File: config.mk
export PLATFORM = sky130hd
export DESIGN_NAME = imem_port_arbiter
export DESIGN_NICKNAME = d
export VERILOG_FILES = /design/src/rtl/imem_port_arbiter.sv
export SDC_FILE = /design/constraint.sdc
export NUM_CORES = 1
export LEC_CHECK = 0
export ABC_CLOCK_PERIOD_IN_PS = 4200
export CAP_MARGIN = 20
export CORE_AREA = 2 2 118 120
export DETAILED_ROUTE_END_ITERATION = 6
export DIE_AREA = 0 0 120 122
export GPL_TIMING_DRIVEN = 0
export PLACE_DENSITY = 0.87
export SLEW_MARGIN = 20
export SYNTH_ARGS = -nofsm -noshare
export SYNTH_HDL_FRONTEND = slang
export SYNTH_SLANG_ARGS = --single-unit
export TNS_END_PERCENT = 10
File: constraint.sdc
create_clock -name clk -period 4.2 [get_ports clk]
set_input_delay 0.84 -clock clk [delete_from_list [all_inputs] [get_ports clk]]
set_output_delay 0.84 -clock clk [all_outputs]
set_load 0.02 [all_outputs]
File: src/rtl/imem_port_arbiter.sv
// Fetch/debug arbiter for the instruction memory read port; fetch has priority, debug is starvation-protected.
// Optional address checking is enabled by defining IMEM_ARB_ADDR_CHECK_EN.
module imem_port_arbiter #(
  parameter int unsigned ADDR_W       = 64,
  parameter int unsigned MEM_BYTES    = 121,
  parameter int unsigned STARVE_LIMIT = 4
) (
  input  logic              clk,
  input  logic              reset,
  input  logic              f_req,
  input  logic [ADDR_W-1:0] f_addr,
  input  logic              f_flush,
  output logic              f_gnt,
  output logic              f_rvalid,
  input  logic              d_req,
  input  logic [ADDR_W-1:0] d_addr,
  output logic              d_gnt,
  output logic              d_rvalid,
  output logic [31:0]       rdata,
  output logic              rerr,
  output logic [ADDR_W-1:0] mem_addr,
  input  logic [31:0]       mem_rdata
);

  localparam int unsigned CNT_W = 4;
  localparam int unsigned EXT_W = ADDR_W + 1;
  localparam logic [CNT_W-1:0] STARVE_MAX = CNT_W'(STARVE_LIMIT);
  localparam logic [31:0] NOP_WORD = 32'h0000_0013;

`ifdef IMEM_ARB_ADDR_CHECK_EN
  localparam bit ADDR_CHECK = 1'b1;
`else
  localparam bit ADDR_CHECK = 1'b0;
`endif

  typedef enum logic [1:0] {
    IDLE   = 2'd0,
    RESP_F = 2'd1,
    RESP_D = 2'd2
  } resp_state_e;

  resp_state_e       state_q, state_d;
  logic [CNT_W-1:0]  starve_q, starve_d;
  logic [ADDR_W-1:0] addr_hold_q, addr_hold_d;
  logic [31:0]       rdata_q, rdata_d;

  logic              f_cand;
  logic              starved;
  logic              f_win;
  logic              d_win;
  logic              any_gnt;
  logic [ADDR_W-1:0] gnt_addr;
  logic              addr_misaligned;
  logic              addr_out_of_range;
  logic              addr_bad;

  // Arbitration: starved debug beats fetch, fetch beats debug otherwise; nothing is granted in reset.
  always_comb begin
    f_cand  = f_req & ~f_flush;
    starved = (starve_q == STARVE_MAX);
    d_win   = ~reset & d_req & (starved | ~f_cand);
    f_win   = ~reset & f_cand & ~d_win;
    any_gnt = f_win | d_win;
  end

  assign f_gnt = f_win;
  assign d_gnt = d_win;

  assign gnt_addr = d_win ? d_addr : f_addr;

  // Range check is done one bit wider so addr+3 cannot wrap around.
  always_comb begin
    addr_misaligned   = (gnt_addr[1:0] != 2'b00);
    addr_out_of_range = (({1'b0, gnt_addr} + EXT_W'(3)) >= EXT_W'(MEM_BYTES));
    addr_bad          = ADDR_CHECK & (addr_misaligned | addr_out_of_range);
  end

  // Memory sees the granted address only for good grants; otherwise the last one is held.
  assign mem_addr = (any_gnt & ~addr_bad) ? gnt_addr : addr_hold_q;

  always_ff @(posedge clk) begin
    if (reset) begin
      state_q     <= IDLE;
      starve_q    <= '0;
      addr_hold_q <= '0;
      rdata_q     <= '0;
    end else begin
      state_q     <= state_d;
      starve_q    <= starve_d;
      addr_hold_q <= addr_hold_d;
      rdata_q     <= rdata_d;
    end
  end

  // Next response state, captured data, address hold and starvation count.
  always_comb begin
    state_d     = IDLE;
    starve_d    = '0;
    addr_hold_d = addr_hold_q;
    rdata_d     = rdata_q;

    if (f_win) begin
      state_d = RESP_F;
    end else if (d_win) begin
      state_d = RESP_D;
    end

    if (any_gnt) begin
      rdata_d = addr_bad ? NOP_WORD : mem_rdata;
      if (!addr_bad) begin
        addr_hold_d = gnt_addr;
      end
    end

    if (d_req && !d_win) begin
      starve_d = starved ? starve_q : (starve_q + CNT_W'(1));
    end
  end

  // A response still registered when reset arrives is dropped immediately.
  assign f_rvalid = (state_q == RESP_F) & ~reset;
  assign d_rvalid = (state_q == RESP_D) & ~reset;
  assign rdata    = rdata_q;

`ifdef IMEM_ARB_ADDR_CHECK_EN
  logic rerr_q;

  always_ff @(posedge clk) begin
    if (reset) begin
      rerr_q <= 1'b0;
    end else begin
      rerr_q <= any_gnt & addr_bad;
    end
  end

  assign rerr = rerr_q & ~reset;
`else
  assign rerr = 1'b0;
`endif

endmodule

==> Word level (Yosys, flattened, before mapping) <==
Index checks and enable logic that the tools add are counted.
{ "totals": {"reg_bits": 102, "latchBits": 0, "ram_bits": 0, "mem_bits_ro": 0, "in_bits": 165, "elab_cells": 31, "n_memories": 0} }
{ "classes": {"add_sub_neg": 1, "n_mul": 0, "div_mod_pow": 0, "magnitude_cmp": 0, "eq_ne": 3, "shifts": 0, "muxes": 4, "bitwise": 14, "n_reduce_logical": 4} }
{ "ops": {"columns": ["cell", "n"], "rows": [
  ["$mux W64", 2],
  ["$and A1 B1 Y1", 7],
  ["$not A1 Y1", 5],
  ["$add A4 B1 Y4 const B", 1],
  ["$eq A4 B3 Y1 const B", 1],
  ["$reduce_or A2 Y1", 2],
  ["$eq A2 B1 Y1 const B", 1],
  ["$eq A2 B2 Y1 const B", 1],
  ["$mux W2", 1],
  ["$or A1 B1 Y1", 2],
  ["$logic_and A1 B1 Y1", 1],
  ["$logic_not A1 Y1", 1],
  ["$mux W1", 1]
]} }

==> Depth between registers and ports, before layout <==
Gate-level depths: netlist of run 1.
{ "depth": {"depth_word": 9, "ltp_mapped": 9, "mapped_depth_nobuf": 6} }

==> Worst setup path after synthesis of run 1 <==
No wires, ideal clock.
{ "synth_path": {"path_type": "input -> output", "startpoint": "input reset", "endpoint": "output mem_addr[58]", "arrival_time_ns": 2.256, "slack_ns": 1.104, "path_stages": 6, "path_buffers": 3, "cell_sequence": "buf_4 > and2b_2 > o21a_4 > buf_12 > buf_2 > a211oi_1"} }
{ "synth_between": {"elab_chain_len": 7} }
{ "synth_rtl": {"columns": ["element", "line", "rtl"], "rows": [
  ["start, declared", "9", "input logic reset,"],
  ["$not A1 Y1 *", "61", "d_win = ~reset & d_req & (starved | ~f_cand);"],
  ["$and A1 B1 Y1 * (2 in series)", "61", null],
  ["named net d_gnt", "17", "output logic d_gnt,"],
  ["$not A1 Y1", "62", "f_win = ~reset & f_cand & ~d_win;"],
  ["$and A1 B1 Y1", "62", null],
  ["$or A1 B1 Y1", "63", "any_gnt = f_win | d_win;"],
  ["$mux W64 *", "79", "assign mem_addr = (any_gnt & ~addr_bad) ? gnt_addr : addr_hold_q;"],
  ["end, declared", "21", "output logic [ADDR_W-1:0] mem_addr,"]
]} }
The timed path passes the listed nets; every way through them passes the cells marked *.

==> Final worst setup path of run 1 <==
{ "layout_path": {"startpoint": "input f_flush", "endpoint": "output mem_addr[19]"} }
{ "layout_between": {"elab_chain_len": 9} }
{ "layout_rtl": {"columns": ["element", "line", "rtl"], "rows": [
  ["start, declared", "12", "input logic f_flush,"],
  ["$not A1 Y1 *", "59", "f_cand = f_req & ~f_flush;"],
  ["$and A1 B1 Y1 *", "59", null],
  ["$not A1 Y1", "61", null],
  ["$or A1 B1 Y1", "61", null],
  ["$and A1 B1 Y1", "61", null],
  ["$not A1 Y1", "62", null],
  ["$and A1 B1 Y1", "62", null],
  ["$or A1 B1 Y1", "63", null],
  ["$mux W64 *", "79", null]
]} }
Every way passes the cells marked *; elsewhere a longest branch is shown, timed or not.

==> metrics.txt, run 1 <==
result of the run=finished, final reports clean; core area=0.0135 mm2; # rows=43; Period Utilization, post-route=just under 100%; required time of the critical path=3.36 ns; leak pwr=3.41 nW; endpoint arrival time on the critical path=3.24 ns; TritonRoute pass-1 iters=4; Die ar.=between 0.01 and 0.015 mm2; H-tree depth=3; diodes inserted=0; Clock Sinks=102; Design Area, Final=between 0.009 and 0.01 mm2; largest net degree at the start of global routing=16; number of hold-slack violations in the final timing report=0; Final Skew=0.00426 ns; total track usage=25.5%; first-pass GRT wire length=29.6 mm; Synth area leader=sky130_fd_sc_hd__dfxtp_1; Routed Wire Length=19.0 mm; TritonCTS clock tree=yes; share of total power in sequential cells=between 30% and 40%; die width=120 um; drt wl/cell=16.7 um; share of flip-flops with an asynchronous set or reset=0%; post-placement cell area=0.00907 mm2; Tmin final=4.08 ns; number of vias per cell=5.26; via count of the first global-routing pass=roughly 6000; number of DRC violations after detailed-routing iteration 0=312; Hold Path Stages=2; Net Sw Frac=31.6%; least setup slack across all paths after layout=0.117 ns; length of routed met3 wiring=1.59 mm; number of buffers on the longest clock path=2; share of the synthesized area in the top cell type=approximately a third; Pint=1.92 mW; number of warning messages in the yosys log=0; class of the tightest hold or removal check=register to register; DPL Wire Length=about 14 mm; # setup viols final=0; number of synthesized flops with an enable pin=0; power per unit of standard cell area=between 200 and 300 mW/mm2; Top Metal Used=met4; maximum clock frequency=245 MHz; number of different library cells in the post-synthesis netlist=39; Peak VDD IR=around 0.21 mV; relative contribution of combinational cells to total power=33.6%; met1 layer wirelength in the final routing=7.47 mm; number of hold buffers added after CTS=0; Total Power=roughly 2.8 mW; # DRC=0; Slew @ Worst Pin=0.739 ns; initial antenna violation count=0; fraction of final layout cells with drive strength greater than 1=22.8%; number of max-cap violations=0; Post-Syn Instances=677; top cells by area, synth=sky130_fd_sc_hd__dfxtp_1 33%, sky130_fd_sc_hd__nor3_4 13%, sky130_fd_sc_hd__nor2_1 11%; Area growth syn-to-layout=51.2%; worst reg2reg path depth=8; routed wl met2=9.33 mm; mean post-synth cell area=9.18 um2; setup TNS=0 ns; Buffers on Ports=263; number of routed nets with antenna violations=0; clock network fraction of total power=approximately 29%; grt total ovfl=0; total net switching power=0.888 mW; y dimension of the die=122 um; Inserted Clock Buffers=9; WS Path Type=primary input to output port; final core utilization=a little over two thirds; setup slack after placement=-0.0654 ns; number of filler instances in the final layout=1046; initial standard-cell utilization of the core=46.0%; commonest cells in the synthesized netlist=190 x sky130_fd_sc_hd__nor2_1, 102 x sky130_fd_sc_hd__dfxtp_1, 65 x sky130_fd_sc_hd__nand2_1; nature of the critical path startpoint=primary input; root cell of the clock tree=sky130_fd_sc_hd__clkbuf_16; post-synth net total=844; Max Slew Vio Count=0; Synth Flop Type=sky130_fd_sc_hd__dfxtp_1; most frequently used cell type in the post-synthesis netlist=sky130_fd_sc_hd__nor2_1; clock transition at the registers of the reported paths=0.07 ns; placer congestion estimate=0.846; worst max-slew margin expressed relative to the limit=50.8%; synthesized area=between 0.006 and 0.007 mm2; crit-path max FO=10; number of I/O pins=around 270; via total after detailed routing=slightly below 6000; # nets final=1118; kind of end point of the critical path=output port; setup repair after global routing missed its margin=no; insertion delay of the later-clocked pin in the worst-skew pair=0.35 ns; Synth Register Bits=roughly 100; sequential element share of the synthesized area=32.9%
[power groups by stage]
stage | Sequential [mW] | Clock (mW) | Combinational, mW
global route | 1.05 | 0.870 | 1.01
detailed placement | 1.07 | 0 | 0.946
floorplan | 1.09 | 0 | 0.495
CTS | 1.05 | 0.835 | 0.951
global placement | 1.07 | 0 | 0.937
finish | 1.05 | 0.819 | 0.945
[stage by stage]
step	hold slack, ns	cells
5_1_grt	0.466	1135
3_3_place_gp	0.441	1120
4_1_cts	0.456	1135
3_5_place_dp	0.446	1120
2_1_floorplan	0.452	677
6_report	0.453	1135
[logic make-up (layout without fill, tap and decap cells)]
group / Yosys count / in the layout / share of synthesized area, %
xor gates and xnor gates: 2 / 2 / 0.282
adders and majority gates: 2 / 2 / 0.403
AOI/OAI and AO/OA: 104 / 104 / 15.7
and+or+nand+nor: 398 / 398 / 42.8
buffers and inverters: 68 / 346 / 7.95
DFF: 102 / 102 / 32.9
other: 1 / 1 / 0.0603
[flip-flops by register name, summed over array words and instances (netlist names)]
| name | flops |
|---|---|
| starve_q | 4 |
| state_q | 2 |
| addr_hold_q | 64 |
| rdata | 32 |
[routing by layer]
| metal | vias to the layer above | GRT usage [%] |
|---|---|---|
| met1 | 2775 | 29.0 |
| met3 | 39 | 7.35 |
| met2 | 238 | 44.2 |
| met5 | - | 0 |
| met4 | 0 | 11.5 |
| li1 | 2916 | - |
[worst paths after layout]
| kind | startpoint | endpoint | slack (ns) |
|---|---|---|---|
| setup / recovery | f_flush | mem_addr[19] | 0.12 |
| hold / removal | rdata[21] | rdata[21] | 0.45 |
| setup reg to reg | starve_q[0] | addr_hold_q[23] | 2.12 |
| hold reg to reg | rdata[21] | rdata[21] | 0.45 |
[layout by cell type, fill, tap and decap left out, drive strengths merged, types with 2 or more instances in the layout]
cell,count
clkdlybuf4s50,250
nor2,190
dfxtp,102
nor3,68
nand2,65
a211oi,63
nor4,63
buf,44
a21oi,34
clkbuf,32
dlymetal6s2s,12
inv,4
nand3,3
clkinv,3
nor3b,2
ha,2
nand2b,2
o21a,2
[what timing repair did]
item | CTS | global route
gates cloned | 0 | 0
setup endpoints to repair | 2 | 20
gates resized for setup | 2 | 14
setup buffers | 0 | 0
[critical path, cell delays in order]
cell	delay, ns
sky130_fd_sc_hd__clkdlybuf4s50_1	0.49
sky130_fd_sc_hd__nand2b_4	0.13
sky130_fd_sc_hd__buf_6	0.15
sky130_fd_sc_hd__a21o_1	0.14
sky130_fd_sc_hd__buf_6	0.11
sky130_fd_sc_hd__buf_6	0.17
sky130_fd_sc_hd__buf_2	0.26
sky130_fd_sc_hd__nor2_1	0.08
sky130_fd_sc_hd__a211oi_2	0.21
sky130_fd_sc_hd__clkdlybuf4s50_1	0.64
[cell type report]
class | instances | area, um2 | area share [%]
Multi-Input combinational cell | 507 | 3680 | 39.2
Timing Repair Buffer | 263 | 2660 | 28.3
Sequential cell | 102 | 2040 | 21.7
Buffer | 64 | 484 | 5.15
Clock buffer | 12 | 267 | 2.84
Tap cell | 180 | 225 | 2.40
Clock inverter | 3 | 18.8 | 0.200
Inverter | 4 | 15.0 | 0.160
Note: power is estimated with default switching activity, not from simulation.
==> inputs of run 2 (changes only) <==
- CORE_AREA: 2 2 118 120 -> 2 2 120 122
- DIE_AREA: 0 0 120 122 -> 0 0 122 124
- PLACE_DENSITY: 0.87 -> 0.84
==> run 2 against run 1 <==
Core utilization down 0.90 points; sequential cell count unchanged; combinational power about the same; power up 4.0%; global-route usage about the same; non-clock buffer count unchanged; final cell count about the same.
==> metrics.txt, run 2 (same netlist as run 1, synthesis figures left out) <==
result of the run=finished, final reports clean (unchanged); number of I/O pins=266 (unchanged); Die ar.=0.0151 mm2 (was 0.0146 mm2); Inserted Clock Buffers=9 (unchanged); length of routed met3 wiring=1.53 mm (was 1.59 mm); number of filler instances in the final layout=1087 (was 1046); Area growth syn-to-layout=51.6% (was 51.2%); setup slack after placement=-0.0885 ns (was -0.0654 ns); diodes inserted=0 (unchanged); maximum clock frequency=243 MHz (was 245 MHz); insertion delay of the later-clocked pin in the worst-skew pair=0.34 ns (was 0.35 ns); endpoint arrival time on the critical path=3.28 ns (was 3.24 ns); # nets final=1118 (unchanged); setup repair after global routing missed its margin=no (unchanged); TritonCTS clock tree=yes (unchanged); via count of the first global-routing pass=5901 (was 6067); core area=0.0137 mm2 (was 0.0135 mm2); Period Utilization, post-route=98.1% (was 97.2%); Final Skew=0.00478 ns (was 0.00426 ns); # DRC=0 (unchanged); reg-to-reg endpoint=addr_hold_q[33] (was addr_hold_q[23]); Routed Wire Length=19.4 mm (was 19.0 mm); leading cell types in the layout, fill and taps excluded=252 x sky130_fd_sc_hd__clkdlybuf4s50_1, 190 x sky130_fd_sc_hd__nor2_1, 102 x sky130_fd_sc_hd__dfxtp_1 (was 250 x sky130_fd_sc_hd__clkdlybuf4s50_1, 190 x sky130_fd_sc_hd__nor2_1, 102 x sky130_fd_sc_hd__dfxtp_1); post-CTS setup repair buffer count=0 (unchanged); DPL Wire Length=14.6 mm (was 14.2 mm); reg-to-reg slack, setup=2.11 ns (was 2.12 ns); number of max-cap violations=0 (unchanged); Layout Cells excl Fill=1136 (was 1135); final core utilization=68.7% (was 69.6%); H-tree depth=3 (unchanged); instance count after placement with tap cells included=1120 (unchanged); commonest non-fill, non-tap cell in the layout=sky130_fd_sc_hd__clkdlybuf4s50_1 (unchanged); initial antenna violation count=0 (unchanged); Total Power=2.93 mW (was 2.81 mW); leak pwr=3.38 nW (was 3.41 nW); power per unit of standard cell area=310 mW/mm2 (was 299 mW/mm2); grt total ovfl=0 (unchanged); Multi-input gate area=0.00368 mm2 (about the same); met1 layer wirelength in the final routing=7.57 mm (was 7.47 mm); first-pass GRT wire length=29.9 mm (was 29.6 mm); launch instance of the worst register-to-register path=starve_q[0] (unchanged); least setup slack across all paths after layout=0.0812 ns (was 0.117 ns); number of vias per cell=5.28 (was 5.26); routed wl met2=9.97 mm (was 9.33 mm); flip-flop count of the largest register after layout=64 (unchanged); area occupied by registers=0.00204 mm2 (unchanged); Top Metal Used=met4 (unchanged); worst reg2reg path depth=8 (unchanged); number of hold-slack violations in the final timing report=0 (unchanged); kind of end point of the critical path=output port (unchanged); Slew @ Worst Pin=0.744 ns (was 0.739 ns); Buffers on Ports=263 (unchanged); worst hold path startpoint=rdata[28] (was rdata[21]); WS Path Type=primary input to output port (unchanged); root cell of the clock tree=sky130_fd_sc_hd__clkbuf_16 (unchanged); total track usage=25.5% (about the same); class of the tightest hold or removal check=register to register (unchanged); Peak VDD IR=0.204 mV (was 0.206 mV); largest net degree at the start of global routing=17 (was 16); crit-path max FO=10 (unchanged); y dimension of the die=124 um (was 122 um); placer congestion estimate=0.821 (was 0.846); register bank with the most flops=addr_hold_q (unchanged); number of DRC violations after detailed-routing iteration 0=293 (was 312); TritonRoute pass-1 iters=5 (was 4); # setup viols final=0 (unchanged); Max Slew Vio Count=0 (unchanged); drt wl/cell=17.1 um (was 16.7 um); setup TNS=0 ns (unchanged); worst max-slew margin expressed relative to the limit=50.4% (was 50.8%); fraction of final layout cells with drive strength greater than 1=22.8% (about the same); hold path endpoint=rdata[28] (was rdata[21]); die width=122 um (was 120 um); number of buffers on the longest clock path=2 (unchanged); Hold Path Stages=2 (unchanged); Tmin final=4.12 ns (was 4.08 ns); Clock Sinks=102 (unchanged); via total after detailed routing=6002 (was 5968); initial standard-cell utilization of the core=45.3% (was 46.0%); nature of the critical path startpoint=primary input (unchanged); clock transition at the registers of the reported paths=0.06 ns (was 0.07 ns); required time of the critical path=3.36 ns (about the same); number of routed nets with antenna violations=0 (unchanged); # rows=43 (unchanged)
-- run 2: changes by cell type in the layout (fill, tap and decap cells not counted), moves of 2 or more --
cell / delta
sky130_fd_sc_hd__dlymetal6s2s_1: -4
sky130_fd_sc_hd__buf_2: +2
sky130_fd_sc_hd__bufinv_16: +2
sky130_fd_sc_hd__clkbuf_4: -2
sky130_fd_sc_hd__clkdlybuf4s50_1: +2
sky130_fd_sc_hd__dlygate4sd2_1: +2
-- run 2: how the worst max path moves through the flow --
stage / start / end / cells after the start
finish: f_flush / mem_addr[24] / 10
floorplan: reset / mem_addr[58] / 6
global route: f_flush / mem_addr[35] / 10
detailed placement: f_flush / mem_addr[61] / 10
CTS: f_flush / mem_addr[38] / 10
global placement: f_flush / mem_addr[61] / 10
-- run 2: what timing repair did --
action                                  in CTS  in global routing
hold endpoints to repair                     0                  0
endpoints found under the setup margin       3                  8
resized for setup                            3                  8
gates cloned                                 0                  0
hold buffers                                 0                  0
-- run 2: final cells by class --
cell class                 count  share of cell area (%)
clock buffer                  11                    2.68
clock inverter                 5                   0.863
buffer                        64                    5.09
sequential                   102                    21.7
timing repair buffer         263                    28.1
tap                          180                    2.39
multi-input combinational    507                    39.0
inverter                       4                   0.159
-- run 2: per-stage QoR --
step | cell area [um2] | hold WS (ns)
3_3_place_gp | 9070 | 0.441
6_report | 9420 | 0.454
4_1_cts | 9400 | 0.455
3_5_place_dp | 9070 | 0.447
5_1_grt | 9420 | 0.465
2_1_floorplan | 6210 | 0.452
-- run 2: worst max-delay path, stage by stage --
cell	delay (ns)
sky130_fd_sc_hd__clkdlybuf4s50_1	0.48
sky130_fd_sc_hd__nand2b_4	0.13
sky130_fd_sc_hd__buf_6	0.16
sky130_fd_sc_hd__a21o_1	0.15
sky130_fd_sc_hd__buf_6	0.12
sky130_fd_sc_hd__buf_6	0.17
sky130_fd_sc_hd__buf_2	0.25
sky130_fd_sc_hd__nor2_1	0.07
sky130_fd_sc_hd__a211oi_2	0.25
sky130_fd_sc_hd__clkdlybuf4s50_1	0.65
-- run 2: per-layer routing --
metal	GRT usage (%)	vias to the layer above
li1	-	2933
met4	8.33	0
met1	28.7	2822
met2	46.4	225
met5	0	-
met3	7.14	22
-- run 2: report_power, final --
| part | internal, mW | total (mW) | switching, mW |
|---|---|---|---|
| combinational | 0.447 | 0.945 | 0.498 |
| clock | 0.555 | 0.933 | 0.377 |
| sequential | 1.03 | 1.05 | 0.0202 |
